$ cat config.mk
export PLATFORM = sky130hd
export DESIGN_NAME = riscv_ifetch_pf
export DESIGN_NICKNAME = d
export VERILOG_FILES = /design/src/rtl/riscv_fetch_pkg.sv /design/src/rtl/riscv_fetch_fifo.sv /design/src/rtl/riscv_ifetch_pf_chk.sv /design/src/rtl/riscv_ifetch_pf.sv
export SDC_FILE = /design/constraint.sdc
export NUM_CORES = 1
export LEC_CHECK = 0
export ABC_AREA = 1
export CAP_MARGIN = 10
export CORE_MARGIN = 3
export CORE_UTILIZATION = 47
export CTS_CLUSTER_DIAMETER = 60
export CTS_CLUSTER_SIZE = 14
export DETAILED_ROUTE_END_ITERATION = 12
export GPL_TIMING_DRIVEN = 0
export PLACE_DENSITY = 0.74
export SLEW_MARGIN = 20
export SYNTH_ARGS = -nofsm -noshare
export SYNTH_HDL_FRONTEND = slang
export SYNTH_HIERARCHICAL = 1
export SYNTH_SLANG_ARGS = --single-unit
$ cat constraint.sdc
create_clock -name clk -period 8.3 [get_ports clk]
set_clock_uncertainty 0.2 [all_clocks]
set_input_delay 0.83 -clock clk [delete_from_list [all_inputs] [get_ports clk]]
set_output_delay 0.83 -clock clk [all_outputs]
set_load 0.01 [all_outputs]
$ cat src/rtl/riscv_fetch_pkg.sv
// Shared constants for the instruction-fetch slice.
package riscv_fetch_pkg;

  localparam int          INST_W   = 32;
  localparam int          PC_STEP  = 4;
  localparam logic [31:0] NOP_INST = 32'h0000_0013;

endpackage

$ cat src/rtl/riscv_fetch_fifo.sv
// Synchronous FIFO with a registered head stage, synchronous flush and occupancy count.
module riscv_fetch_fifo #(
  parameter int W     = 64,
  parameter int DEPTH = 4
) (
  input  logic                       clk,
  input  logic                       rst,
  input  logic                       i_flush,
  input  logic                       i_push,
  input  logic [W-1:0]               i_data,
  input  logic                       i_pop,
  output logic                       o_valid,
  output logic [W-1:0]               o_data,
  output logic [$clog2(DEPTH+1)-1:0] o_count
);

  localparam int AW = $clog2(DEPTH);
  localparam int CW = $clog2(DEPTH+1);

  logic [W-1:0]  r_mem [DEPTH];
  logic [AW-1:0] r_wr;
  logic [AW-1:0] r_rd;
  logic [CW-1:0] r_scnt;
  logic [W-1:0]  r_head;
  logic          r_hvalid;

  logic w_pop;
  logic w_head_free;
  logic w_from_store;
  logic w_direct;
  logic w_store_wr;

  // The head register refills from storage first; an empty storage lets a push go straight to the head.
  assign w_pop        = i_pop & r_hvalid;
  assign w_head_free  = ~r_hvalid | w_pop;
  assign w_from_store = w_head_free & (r_scnt != '0);
  assign w_direct     = w_head_free & (r_scnt == '0) & i_push;
  assign w_store_wr   = i_push & ~w_direct;

  assign o_valid = r_hvalid;
  assign o_data  = r_head;
  assign o_count = r_scnt + CW'(r_hvalid);

  always_ff @(posedge clk) begin
    if (!i_flush && w_store_wr) begin
      r_mem[r_wr] <= i_data;
    end
  end

  always_ff @(posedge clk or posedge rst) begin
    if (rst) begin
      r_wr     <= '0;
      r_rd     <= '0;
      r_scnt   <= '0;
      r_head   <= '0;
      r_hvalid <= 1'b0;
    end else if (i_flush) begin
      r_wr     <= '0;
      r_rd     <= '0;
      r_scnt   <= '0;
      r_head   <= '0;
      r_hvalid <= 1'b0;
    end else begin
      if (w_store_wr) begin
        r_wr <= r_wr + AW'(1);
      end
      if (w_from_store) begin
        r_rd <= r_rd + AW'(1);
      end
      r_scnt <= r_scnt + CW'(w_store_wr) - CW'(w_from_store);
      if (w_from_store) begin
        r_head   <= r_mem[r_rd];
        r_hvalid <= 1'b1;
      end else if (w_direct) begin
        r_head   <= i_data;
        r_hvalid <= 1'b1;
      end else if (w_head_free) begin
        r_hvalid <= 1'b0;
      end else begin
        r_hvalid <= r_hvalid;
      end
    end
  end

endmodule

$ cat src/rtl/riscv_ifetch_pf_chk.sv
// Protocol checks for the fetch unit's memory port.
module riscv_ifetch_pf_chk #(
  parameter int CW = 3
) (
  input logic          clk,
  input logic          rst,
  input logic          i_rvalid,
  input logic [CW-1:0] i_outstanding,
  input logic          i_req,
  input logic          i_redirect
);

  a_rvalid_without_request: assert property (
    @(posedge clk) disable iff (rst) i_rvalid |-> (i_outstanding != '0));

  a_no_req_during_redirect: assert property (
    @(posedge clk) disable iff (rst) i_redirect |-> !i_req);

endmodule

$ cat src/rtl/riscv_ifetch_pf.sv
// Prefetching fetch unit: credit-limited request/grant port feeding a buffered valid/ready instruction stream.
module riscv_ifetch_pf
  import riscv_fetch_pkg::*;
#(
  parameter int               XLEN       = 32,
  parameter logic [XLEN-1:0]  RESET_PC   = '0,
  parameter int               FIFO_DEPTH = 4
) (
  input  logic              clk,
  input  logic              rst,
  input  logic              i_redirect_valid,
  input  logic [XLEN-1:0]   i_redirect_pc,
  output logic              o_imem_req,
  output logic [XLEN-1:0]   o_imem_addr,
  input  logic              i_imem_gnt,
  input  logic              i_imem_rvalid,
  input  logic [INST_W-1:0] i_imem_rdata,
  output logic              o_inst_valid,
  output logic [INST_W-1:0] o_inst,
  output logic [XLEN-1:0]   o_inst_pc,
  output logic [XLEN-1:0]   o_inst_pc_plus_4,
  input  logic              i_inst_ready
);

  localparam int              CW   = $clog2(FIFO_DEPTH+1);
  localparam int              FW   = XLEN + INST_W;
  localparam logic [XLEN-1:0] STEP = XLEN'(PC_STEP);

  logic [XLEN-1:0] r_fetch_pc;
  logic [XLEN-1:0] r_resp_pc;
  logic [CW-1:0]   r_outstanding;
  logic [CW-1:0]   r_drop_cnt;

  logic [CW-1:0]   w_fifo_count;
  logic [CW:0]     w_inflight;
  logic            w_accept;
  logic            w_push;
  logic            w_pop;
  logic [CW-1:0]   w_out_next;
  logic [XLEN-1:0] w_redir_pc;
  logic [FW-1:0]   w_head;
  logic            w_head_valid;

  // Outstanding requests plus buffered words may never exceed the buffer size, so pushes cannot overflow.
  assign w_inflight = {1'b0, r_outstanding} + {1'b0, w_fifo_count};
  assign o_imem_req = !rst && !i_redirect_valid && (w_inflight < (CW+1)'(FIFO_DEPTH));
  assign o_imem_addr = r_fetch_pc;

  assign w_accept   = o_imem_req & i_imem_gnt;
  assign w_push     = i_imem_rvalid & (r_drop_cnt == '0) & ~i_redirect_valid;
  assign w_pop      = w_head_valid & i_inst_ready & ~i_redirect_valid;
  assign w_out_next = r_outstanding + CW'(w_accept) - CW'(i_imem_rvalid);
  assign w_redir_pc = i_redirect_pc & ~XLEN'(3);

  // drop_cnt is a subset of outstanding, so after a redirect every remaining in-flight response is stale.
  always_ff @(posedge clk or posedge rst) begin
    if (rst) begin
      r_fetch_pc    <= RESET_PC;
      r_resp_pc     <= RESET_PC;
      r_outstanding <= '0;
      r_drop_cnt    <= '0;
    end else if (i_redirect_valid) begin
      r_fetch_pc    <= w_redir_pc;
      r_resp_pc     <= w_redir_pc;
      r_outstanding <= w_out_next;
      r_drop_cnt    <= w_out_next;
    end else begin
      if (w_accept) begin
        r_fetch_pc <= r_fetch_pc + STEP;
      end
      r_outstanding <= w_out_next;
      if (i_imem_rvalid && (r_drop_cnt != '0)) begin
        r_drop_cnt <= r_drop_cnt - CW'(1);
      end else if (i_imem_rvalid) begin
        r_resp_pc <= r_resp_pc + STEP;
      end
    end
  end

  riscv_fetch_fifo #(
    .W     (FW),
    .DEPTH (FIFO_DEPTH)
  ) u_fifo (
    .clk     (clk),
    .rst     (rst),
    .i_flush (i_redirect_valid),
    .i_push  (w_push),
    .i_data  ({r_resp_pc, i_imem_rdata}),
    .i_pop   (w_pop),
    .o_valid (w_head_valid),
    .o_data  (w_head),
    .o_count (w_fifo_count)
  );

  assign o_inst_valid     = w_head_valid;
  assign o_inst           = w_head[INST_W-1:0];
  assign o_inst_pc        = w_head[FW-1:INST_W];
  assign o_inst_pc_plus_4 = w_head_valid ? (w_head[FW-1:INST_W] + STEP) : '0;

  riscv_ifetch_pf_chk #(
    .CW (CW)
  ) u_chk (
    .clk           (clk),
    .rst           (rst),
    .i_rvalid      (i_imem_rvalid),
    .i_outstanding (r_outstanding),
    .i_req         (o_imem_req),
    .i_redirect    (i_redirect_valid)
  );

endmodule

# --- Word level (Yosys, flattened, before mapping) ---
# Memories as Yosys holds them, arrays and structs flattened.
# Index checks and enable logic that the tools add are counted.
word_totals:
  reg_bits: 142
  mem_bits_rw: 256
  elab_cells: 78
  mem_count: 1
  out_inout_bits: 130
memory_table:
  columns: ["name", "depth", "word_bits", "rd", "rd_clocked_by_memory_dff", "write_ports", "line_no", "source"]
  rows:
  - ["u_fifo.r_mem", 4, 64, 1, 0, 1, "riscv_fetch_fifo.sv:20", "logic [W-1:0] r_mem [DEPTH];"]
classes:
  n_mux: 22
  n_bitwise: 14
  eq_ne: 1
  reduce_logical: 18
  addsub: 12
  n_lt_le_gt_ge: 1
ops:
  columns: ["op", "n"]
  rows:
  - ["$mux W32", 6]
  - ["$mux W64", 3]
  - ["$add A32 B3 Y32 const B", 3]
  - ["$and A1 B1 Y1", 10]
  - ["$reduce_bool A2 Y1", 5]
  - ["$add A3 B1 Y3", 3]
  - ["$mux W3", 3]
  - ["$reduce_bool A3 Y1", 3]
  - ["$mux W2", 4]
  - ["$logic_not A3 Y1", 2]
  - ["$mux W1", 6]
  - ["$sub A3 B1 Y3", 2]
  - ["$add A2 B1 Y2 const B", 2]
  - ["$add A3 B3 Y4", 1]
  - ["$logic_and A1 B1 Y1", 4]
  - ["$lt A4 B3 Y1 const B", 1]
  - ["$reduce_bool A4 Y1", 1]
  - ["$not A1 Y1", 3]
  - ["$sub A3 B1 Y3 const B", 1]
  - ["$logic_not A1 Y1", 2]
  - ["$ne A2 B2 Y1 const B", 1]
  - ["$reduce_and A2 Y1", 1]
  - ["$or A1 B1 Y1", 1]

# --- Longest topological paths before layout ---
# Gate-level depths: netlist (run 1).
logic_depth:
  word_depth: 11
  mapped_depth: 17

# --- Hierarchy ---
# The synthesis (run 1) kept the hierarchy.
modules_own_cells:
  columns: ["module", "area_each_um2", "n_inst", "cells_per_inst", "seq_area_each_um2"]
  rows:
  - ["riscv_fetch_fifo", 13651.8, 1, 1294, 9489.1]
  - ["riscv_ifetch_pf", 5721.7, 1, 958, 1651.6]

# --- Worst setup path after synthesis (run 1) ---
# OpenSTA, ideal clock, no wires.
synth_path:
  path_kind: "input port to flip-flop"
  start: "in i_redirect_valid"
  end: "mem u_fifo.r_mem[0][0], enable pin"
  stages: 9
  required_time_ns: 7.613
  arrival_time_ns: 4.651
  n_path_buf: 3
  path_slack_ns: 2.963
  cell_sequence: "clkbuf_1 buf_2 nor2_1 inv_1 nand2_1 buf_2 nand3_1 nand3_1 nor2_1"
synth_via:
  elab_chain_cells: 11
  word_cells_on_any_way: 13
  classes_between: "mux: 2; bitwise: 9; reduce/logical: 2"
synth_lines:
  columns: ["element", "line_no", "source"]
  rows:
  - ["from (decl)", "riscv_ifetch_pf.sv:11", "input logic i_redirect_valid,"]
  - ["$not A1 Y1", "riscv_ifetch_pf.sv:51", "assign w_pop = w_head_valid & i_inst_ready & ~i_redirect_valid;"]
  - ["$and A1 B1 Y1", "riscv_ifetch_pf.sv:51", null]
  - ["via w_pop", "riscv_ifetch_pf.sv:38", "logic w_pop;"]
  - ["$and A1 B1 Y1", "riscv_fetch_fifo.sv:34", "assign w_pop = i_pop & r_hvalid;"]
  - ["$or A1 B1 Y1", "riscv_fetch_fifo.sv:35", "assign w_head_free = ~r_hvalid | w_pop;"]
  - ["$and A1 B1 Y1 (2 in a row)", "riscv_fetch_fifo.sv:37", "assign w_direct = w_head_free & (r_scnt == '0) & i_push;"]
  - ["$not A1 Y1", "riscv_fetch_fifo.sv:38", "assign w_store_wr = i_push & ~w_direct;"]
  - ["$and A1 B1 Y1", "riscv_fetch_fifo.sv:38", null]
  - ["$logic_and A1 B1 Y1", "riscv_fetch_fifo.sv:45", "if (!i_flush && w_store_wr) begin"]
  - ["$mux W1", "riscv_fetch_fifo.sv:45", null]
  - ["$mux W1 (not written as such)", "riscv_fetch_fifo.sv:46", "r_mem[r_wr] <= i_data;"]
  - ["to (decl)", "riscv_fetch_fifo.sv:20", null]
# The timed path passes the listed nets, and every way through them passes these cells.

# --- Worst setup path after layout (run 1) ---
layout_path:
  start: "in i_redirect_valid"
  end: "mem u_fifo.r_mem[1][4], enable pin"
# The elaborated chain is that of the path after synthesis.

==> results of run 1 <==
[critical path, delay by kind of cell]
kind,cells,cell delay [ns]
AND/OR/NAND/NOR,5,1.49
buffers and inverters,6,2.48
[synth_stat cells, types with 6 or more instances]
| library cell | count |
|---|---|
| a21oi_1 | 77 |
| buf_1 | 9 |
| buf_2 | 42 |
| buf_4 | 9 |
| buf_6 | 8 |
| clkbuf_1 | 25 |
| dfrtp_1 | 138 |
| edfxtp_1 | 256 |
| ha_1 | 17 |
| inv_1 | 133 |
| inv_2 | 11 |
| nand2_1 | 941 |
| nand2_2 | 18 |
| nand3_1 | 202 |
| nand3b_1 | 8 |
| nand4_1 | 8 |
| nor2_1 | 198 |
| nor2_2 | 12 |
| nor2_4 | 9 |
| nor3_1 | 16 |
| o211ai_1 | 13 |
| o21ai_0 | 40 |
| o21bai_1 | 6 |
| xnor2_1 | 16 |
| xor2_1 | 19 |
[final timing paths]
| path | end | start | slack [ns] |
|---|---|---|---|
| min in group asynchronous | r_resp_pc[3] | rst | 0.55 |
| hold reg to reg | u_fifo/o_data[10] | u_fifo/o_data[10] | 0.28 |
| hold / removal | u_fifo/o_data[10] | u_fifo/o_data[10] | 0.28 |
| setup reg to reg | r_drop_cnt[1] | u_fifo/o_valid | 4.37 |
| max in group asynchronous | u_fifo/o_data[55] | rst | 6.67 |
| setup / recovery | u_fifo/r_mem[1][4] | i_redirect_valid | 3.49 |
[through the flow]
step / hold slack, ns / area (um^2) / util (%) / instances
finish: 0.2783 / 23450 / 58.35 / 3062
global route: 0.2958 / 23450 / 58.34 / 3061
CTS: 0.2820 / 23450 / 58.34 / 3061
detailed placement: 0.2646 / 22300 / 55.49 / 2994
global placement: 0.2624 / 22020 / 54.80 / 2983
floorplan: 0.3006 / 19410 / - / 2263
[routing by layer]
layer | GRT usage, % | up-vias | share of wire [%]
met4 | 7.483 | 0 | 2.8
li1 | - | 7800 | -
met1 | 34.75 | 7718 | 42
met3 | 4.068 | 95 | 8.2
met2 | 41.60 | 772 | 47
met5 | 0 | - | 0
[cell type report]
type                       count  area (um^2)
clock buffer                  56         1050
timing repair buffer         206         2195
buffer                        93        495.5
sequential                   394        11140
inverter                     145        549.3
multi-input combinational   1631         7264
clock inverter                11        96.34
antenna                        1        2.502
tap                          525        656.9
fill                        3468        16740
[state kept, by name, indices dropped and copies added, names as in the netlist]
name,flops
u_fifo/r_rd,2
u_fifo/o_data,64
u_fifo/o_valid,1
r_outstanding,3
u_fifo/r_wr,2
r_resp_pc,30
r_drop_cnt,3
o_imem_addr,30
u_fifo/r_scnt,3
u_fifo/r_mem,256
[power by group through the flow]
stage / sequential (uW) / clock (uW) / combinational (uW)
floorplan: 2730 / 0 / 1580
global placement: 2790 / 0 / 2680
detailed placement: 2800 / 0 / 2750
CTS: 2760 / 1660 / 2770
global route: 2800 / 1730 / 3060
finish: 2770 / 1630 / 2780
[cells by family (layout without fill, tap and decap cells)]
| family | Yosys count | in the layout | share of synthesized area, % |
|---|---|---|---|
| AOI/OAI and AO/OA | 143 | 143 | 4.049 |
| xor gates and xnor gates | 35 | 35 | 1.582 |
| buffers and inverters | 238 | 511 | 5.367 |
| DFF | 394 | 394 | 57.50 |
| and+or+nand+nor | 1422 | 1422 | 30.17 |
| other | 1 | 13 | 0.01936 |
| adders and majority gates | 19 | 19 | 1.305 |
==> summary.md, run 1 <==
| Metric | Value |
|---|---|
| Status | finished clean |
| Synthesized cell area | 19370 um^2 |
| Power per cell area | 306.2 nW/um^2 |
| CTS tree | done |
| Post-CTS setup repair buffer count | 0 |
| Max Root-Sink Buffers | 3 |
| Pre-antenna DRT Iters | 5 |
| CTS Buf Count | 38 |
| Max Slew Vio Count | 0 |
| Leak | 0.009772 uW |
| Hold Path Depth | 2 |
| Vias in the first global route | 15719 |
| Pint | 4324 uW |
| Top_reg_cell synth | edfxtp_1 |
| Hold_buf cts | 0 |
| Die Area | 43690 um^2 |
| Routed vias | 16385 |
| Critical path class | input pin to register |
| DRT Wirelength | 56230 um |
| Post-CTS Resized | 0 |
| Total power | 7180 uW |
| CP endpoint kind | register |
| Max-cap violations | 0 |
| Flop pwr share | 38.6% |
| Number of synthesized flops with an enable pin | 256 |
| Max_slew headroom | 46.96% |
| Maximum fanout along the worst path | 23 |
| CP required | 8.33 ns |
| Share of the synthesized area in the top cell type | 39.68% |
| #FFs+latches synth | 394 |
| Worst path cell trace | clkdlybuf4s50_1 > clkbuf_1 > buf_2 > nor2_1 > inv_1 > nand2_1 > buf_2 > nand3_1 > nand3_1 > nor2_4 > buf_12 |
| Worst Slack Setup Final | 3.488 ns |
| Fmax | 0.2078 GHz |
| RSZ-0062 raised after global routing | no |
| Tightest Hold Check Type | register to register |
| H-tree levels | 2 |
| Synth area leaders | edfxtp_1, nand2_1, dfrtp_1 |
| Reg clk slew, reported paths | 0.06 ns |
| Post-DP HPWL | 40540 um |
| Slew @ Worst Pin | 0.7931 ns |
| Switch share | 39.78% |
| Hold Fails Final Rpt | 0 |
| Syn Inst Count | 2252 |
| Layout cells sized above 1 | 7.137% |
| Area growth, synth to finish | 21.04% |
| # setup viols final | 0 |
| Average vias per placed instance | 5.351 |
| Drt wl/cell | 18.36 um |
| Largest net degree at the start of global routing | 47 |
| 1st-iter DRT viols | 1412 |
| Crit start category | input pin |
| All-Layer GR Usage | 25.25% |
| Net Sw Power | 2857 uW |
| I/O Buffers | 195 |
| Synth cell types | 38 |
| Die height | 209.0 um |
| Row Count | 73 |
| Post-synth top area cell | edfxtp_1 |
| Drt drc | 0 |
| Post-DRT Antenna Nets | 0 |
| Clock root buffer | clkbuf_16 |
| Comb pwr share | 38.7% |
| Peak supply drop | 0.1812 mV |
| Die width | 209.0 um |
| Starting density of the core | 48.21% |
| Synth warnings | 6 |
| Reg2Reg Depth | 17 |
| Gpl congestion | 0.9480 |
| CORE AREA | 40190 um^2 |
| Setup WS pre-CTS | 3.003 ns |
| Setup TNS | 0 ns |
| Synthesized area per cell | 8.603 um^2 |
| Clock power frac | 22.7% |
| Initial antenna violation count | 0 |
| Register area share after synthesis | 57.50% |
| Fin crit period | 4.812 ns |
| CP max stage cell | clkdlybuf4s50_1 |
| Clock Latency Late Sink | 0.54 ns |
| Most frequent cells in the layout | nand2_1, edfxtp_1, nand3_1 |
| Top Ports | 200 |
| Global-route wire length before repair | 87780 um |
| Period Utilization, post-route | 57.97% |
| Clock sinks | 394 |
| Post-synth ARST share | 35.03% |
| CP max stage delay | 0.98 ns |
| Leading cell type in the layout, fill and taps excluded | nand2_1 |
| Nets | 2598 |
| Crit path DAT | 4.85 ns |
| Remaining Overflow, GRT | 0 |
(Power assumes the default switching activity.)
==> run 2, diff against run 1 <==
Clock period 8.3 ns to 5.05 ns, I/O delays scaled along.
==> results of run 2 <==
The final DEF is identical to that of run 1. Status: finished clean.
Among the figures that moved: setup slack after placement 3.003 ns -> 0.07847 ns; clock-pin slew on the worst setup and hold paths 0.06 ns -> 0.07 ns; setup slack after layout 3.488 ns -> 0.5632 ns; hold slack 0.2783 ns -> 0.2250 ns; register-to-register setup slack 4.37 ns -> 1.12 ns; total power 7180 uW -> 11800 uW; worst IR drop on VDD 0.1812 mV -> 0.2977 mV
==> run 3, diff against run 2 <==
Settings changed: CORE_ASPECT_RATIO from default to 0.5.
==> run 3 against run 2 <==
Net effect: die area increased by 0.34%; total power decreased by 1.5%; routed wire length decreased by 2.0%; core utilization increased by 0.57 points; sequential cell count unchanged; highest routed layer unchanged.
==> summary.md, run 3 (synthesis results as in run 1) <==
| Metric | Value |
|---|---|
| Status | finished clean (unchanged) |
| CP endpoint kind | register (unchanged) |
| Post-DP HPWL | 39330 um (was 40540 um) |
| Starting density of the core | 48.73% (was 48.21%) |
| Drt wl/cell | 17.98 um (was 18.36 um) |
| Layout cells sized above 1 | 6.756% (was 7.137%) |
| Clock Latency Late Sink | 0.53 ns (was 0.54 ns) |
| Area growth, synth to finish | 20.91% (was 21.04%) |
| Average vias per placed instance | 5.349 (was 5.351) |
| Gpl congestion | 0.9457 (was 0.9480) |
| Drt drc | 0 (unchanged) |
| Die width | 293.1 um (was 209.0 um) |
| Crit start category | input pin (unchanged) |
| Die Area | 43840 um^2 (was 43690 um^2) |
| RSZ-0062 raised after global routing | no (unchanged) |
| CP required | 5.08 ns (about the same) |
| Reg clk slew, reported paths | 0.07 ns (about the same) |
| 1st-iter DRT viols | 1743 (was 1412) |
| Hold Fails Final Rpt | 0 (unchanged) |
| Initial antenna violation count | 3 (was 0) |
| Maximum fanout along the worst path | 20 (was 23) |
| Post-CTS setup repair buffer count | 0 (unchanged) |
| Max Slew Vio Count | 0 (unchanged) |
| Global-route wire length before repair | 85930 um (was 87780 um) |
| Post-DRT Antenna Nets | 0 (unchanged) |
| Post-CTS Resized | 0 (unchanged) |
| Period Utilization, post-route | 88.75% (was 88.85%) |
| Final core occ | 58.92% (was 58.35%) |
| CORE AREA | 39750 um^2 (was 40190 um^2) |
| Vias in the first global route | 15672 (was 15719) |
| Row Count | 51 (was 73) |
| Max FFs per register | 256 (unchanged) |
| Crit path DAT | 4.51 ns (was 4.52 ns) |
| Largest Register | u_fifo/r_mem (unchanged) |
| # setup viols final | 0 (unchanged) |
| Total power | 11620 uW (was 11800 uW) |
| Die height | 149.6 um (was 209.0 um) |
| Max Root-Sink Buffers | 3 (unchanged) |
| Routed vias | 16389 (was 16385) |
| All-Layer GR Usage | 25.11% (was 25.25%) |
| CTS Buf Count | 34 (was 38) |
| Slew @ Worst Pin | 0.8194 ns (was 0.7931 ns) |
| Leak | 0.009746 uW (was 0.009772 uW) |
| Setup WS pre-CTS | 0.1136 ns (was 0.07847 ns) |
| Fin crit period | 4.482 ns (was 4.487 ns) |
| Pre-antenna DRT Iters | 6 (was 5) |
| Nets | 2596 (was 2598) |
| Max-cap violations | 0 (unchanged) |
| Reg2Reg Depth | 11 (was 17) |
| H-tree levels | 2 (unchanged) |
| Power per cell area | 496.2 nW/um^2 (was 503.2 nW/um^2) |
| Fmax | 0.2231 GHz (was 0.2229 GHz) |
| Critical path class | input pin to register (unchanged) |
| I/O Buffers | 195 (unchanged) |
| Peak supply drop | 0.2584 mV (was 0.2977 mV) |
| Largest net degree at the start of global routing | 52 (was 47) |
| Top Ports | 200 (unchanged) |
| DRT Wirelength | 55090 um (was 56230 um) |
| Leading cell type in the layout, fill and taps excluded | nand2_1 (unchanged) |
| Remaining Overflow, GRT | 0 (unchanged) |
| Worst Slack Setup Final | 0.5679 ns (was 0.5632 ns) |
| Tightest Hold Check Type | input pin to async pin (unchanged) |
| CTS tree | done (unchanged) |
| Clock sinks | 394 (unchanged) |
| Max_slew headroom | 45.25% (was 46.96%) |
| Hold_buf cts | 0 (unchanged) |
| Clock root buffer | clkbuf_16 (unchanged) |
| Most frequent cells in the layout | nand2_1, edfxtp_1, nand3_1 (unchanged) |
-- run 3: final cells by class --
type	count	area, um^2
diodes	3	7.507
plain buffers	93	495.5
clock buffers	59	1008
clock inverters	1	16.27
fillers	3378	16330
inverters	145	549.3
multi-input cells	1631	7264
flip-flops and latches	394	11140
well taps	530	663.1
repair buffers	208	2280
-- run 3: critical path, stage by stage --
cell and delay, ns:
clkdlybuf4s50_1 0.86, clkbuf_1 0.41, buf_2 0.39, nor2_1 0.10, inv_1 0.06, nand2_1 0.17
buf_2 0.31, nand3_1 0.13, nand3_1 0.35, nor2_4 0.77, buf_16 0.25, buf_16 0.17
-- run 3: path summary, 6_finish.rpt --
kind	slack [ns]	startpoint	end
worst max-delay path	0.57	i_redirect_valid	u_fifo/r_mem[3][21]
worst min-delay path	0.18	rst	r_outstanding[2]
worst max register to register	1.16	u_fifo/o_valid	u_fifo/r_mem[3][21]
worst min register to register	0.28	u_fifo/o_data[19]	u_fifo/o_data[19]
max in group asynchronous	3.83	rst	u_fifo/o_data[4]
min in group clk	0.28	u_fifo/o_data[19]	u_fifo/o_data[19]
-- run 3: power breakdown --
part / internal, uW / switching, uW / leakage [uW]
combinational: 1750 / 2850 / 0.00519
sequential: 3900 / 597 / 0.00407
clock: 1360 / 1160 / 0.000489
-- run 3: layer usage --
layer  GRT usage (%)  up-vias  wire length [um]
li1                -     7784                 -
met1           33.82     7693             22610
met2           41.67      783             26030
met3           3.589      129              4634
met4           9.635        0              1820
met5               0        -                 0
-- run 3: through the flow --
stage                     cell area, um^2  hold WS [ns]  setup TNS, ns  std cells
final                               23430        0.1753              0       3064
after global routing                23430        0.1934              0       3064
after CTS                           23420        0.1717              0       3061
after detailed placement            22390        0.2647              0       3001
after global placement              22030        0.2650        -879.11       2988
after floorplan                     19410        0.3006              0       2263
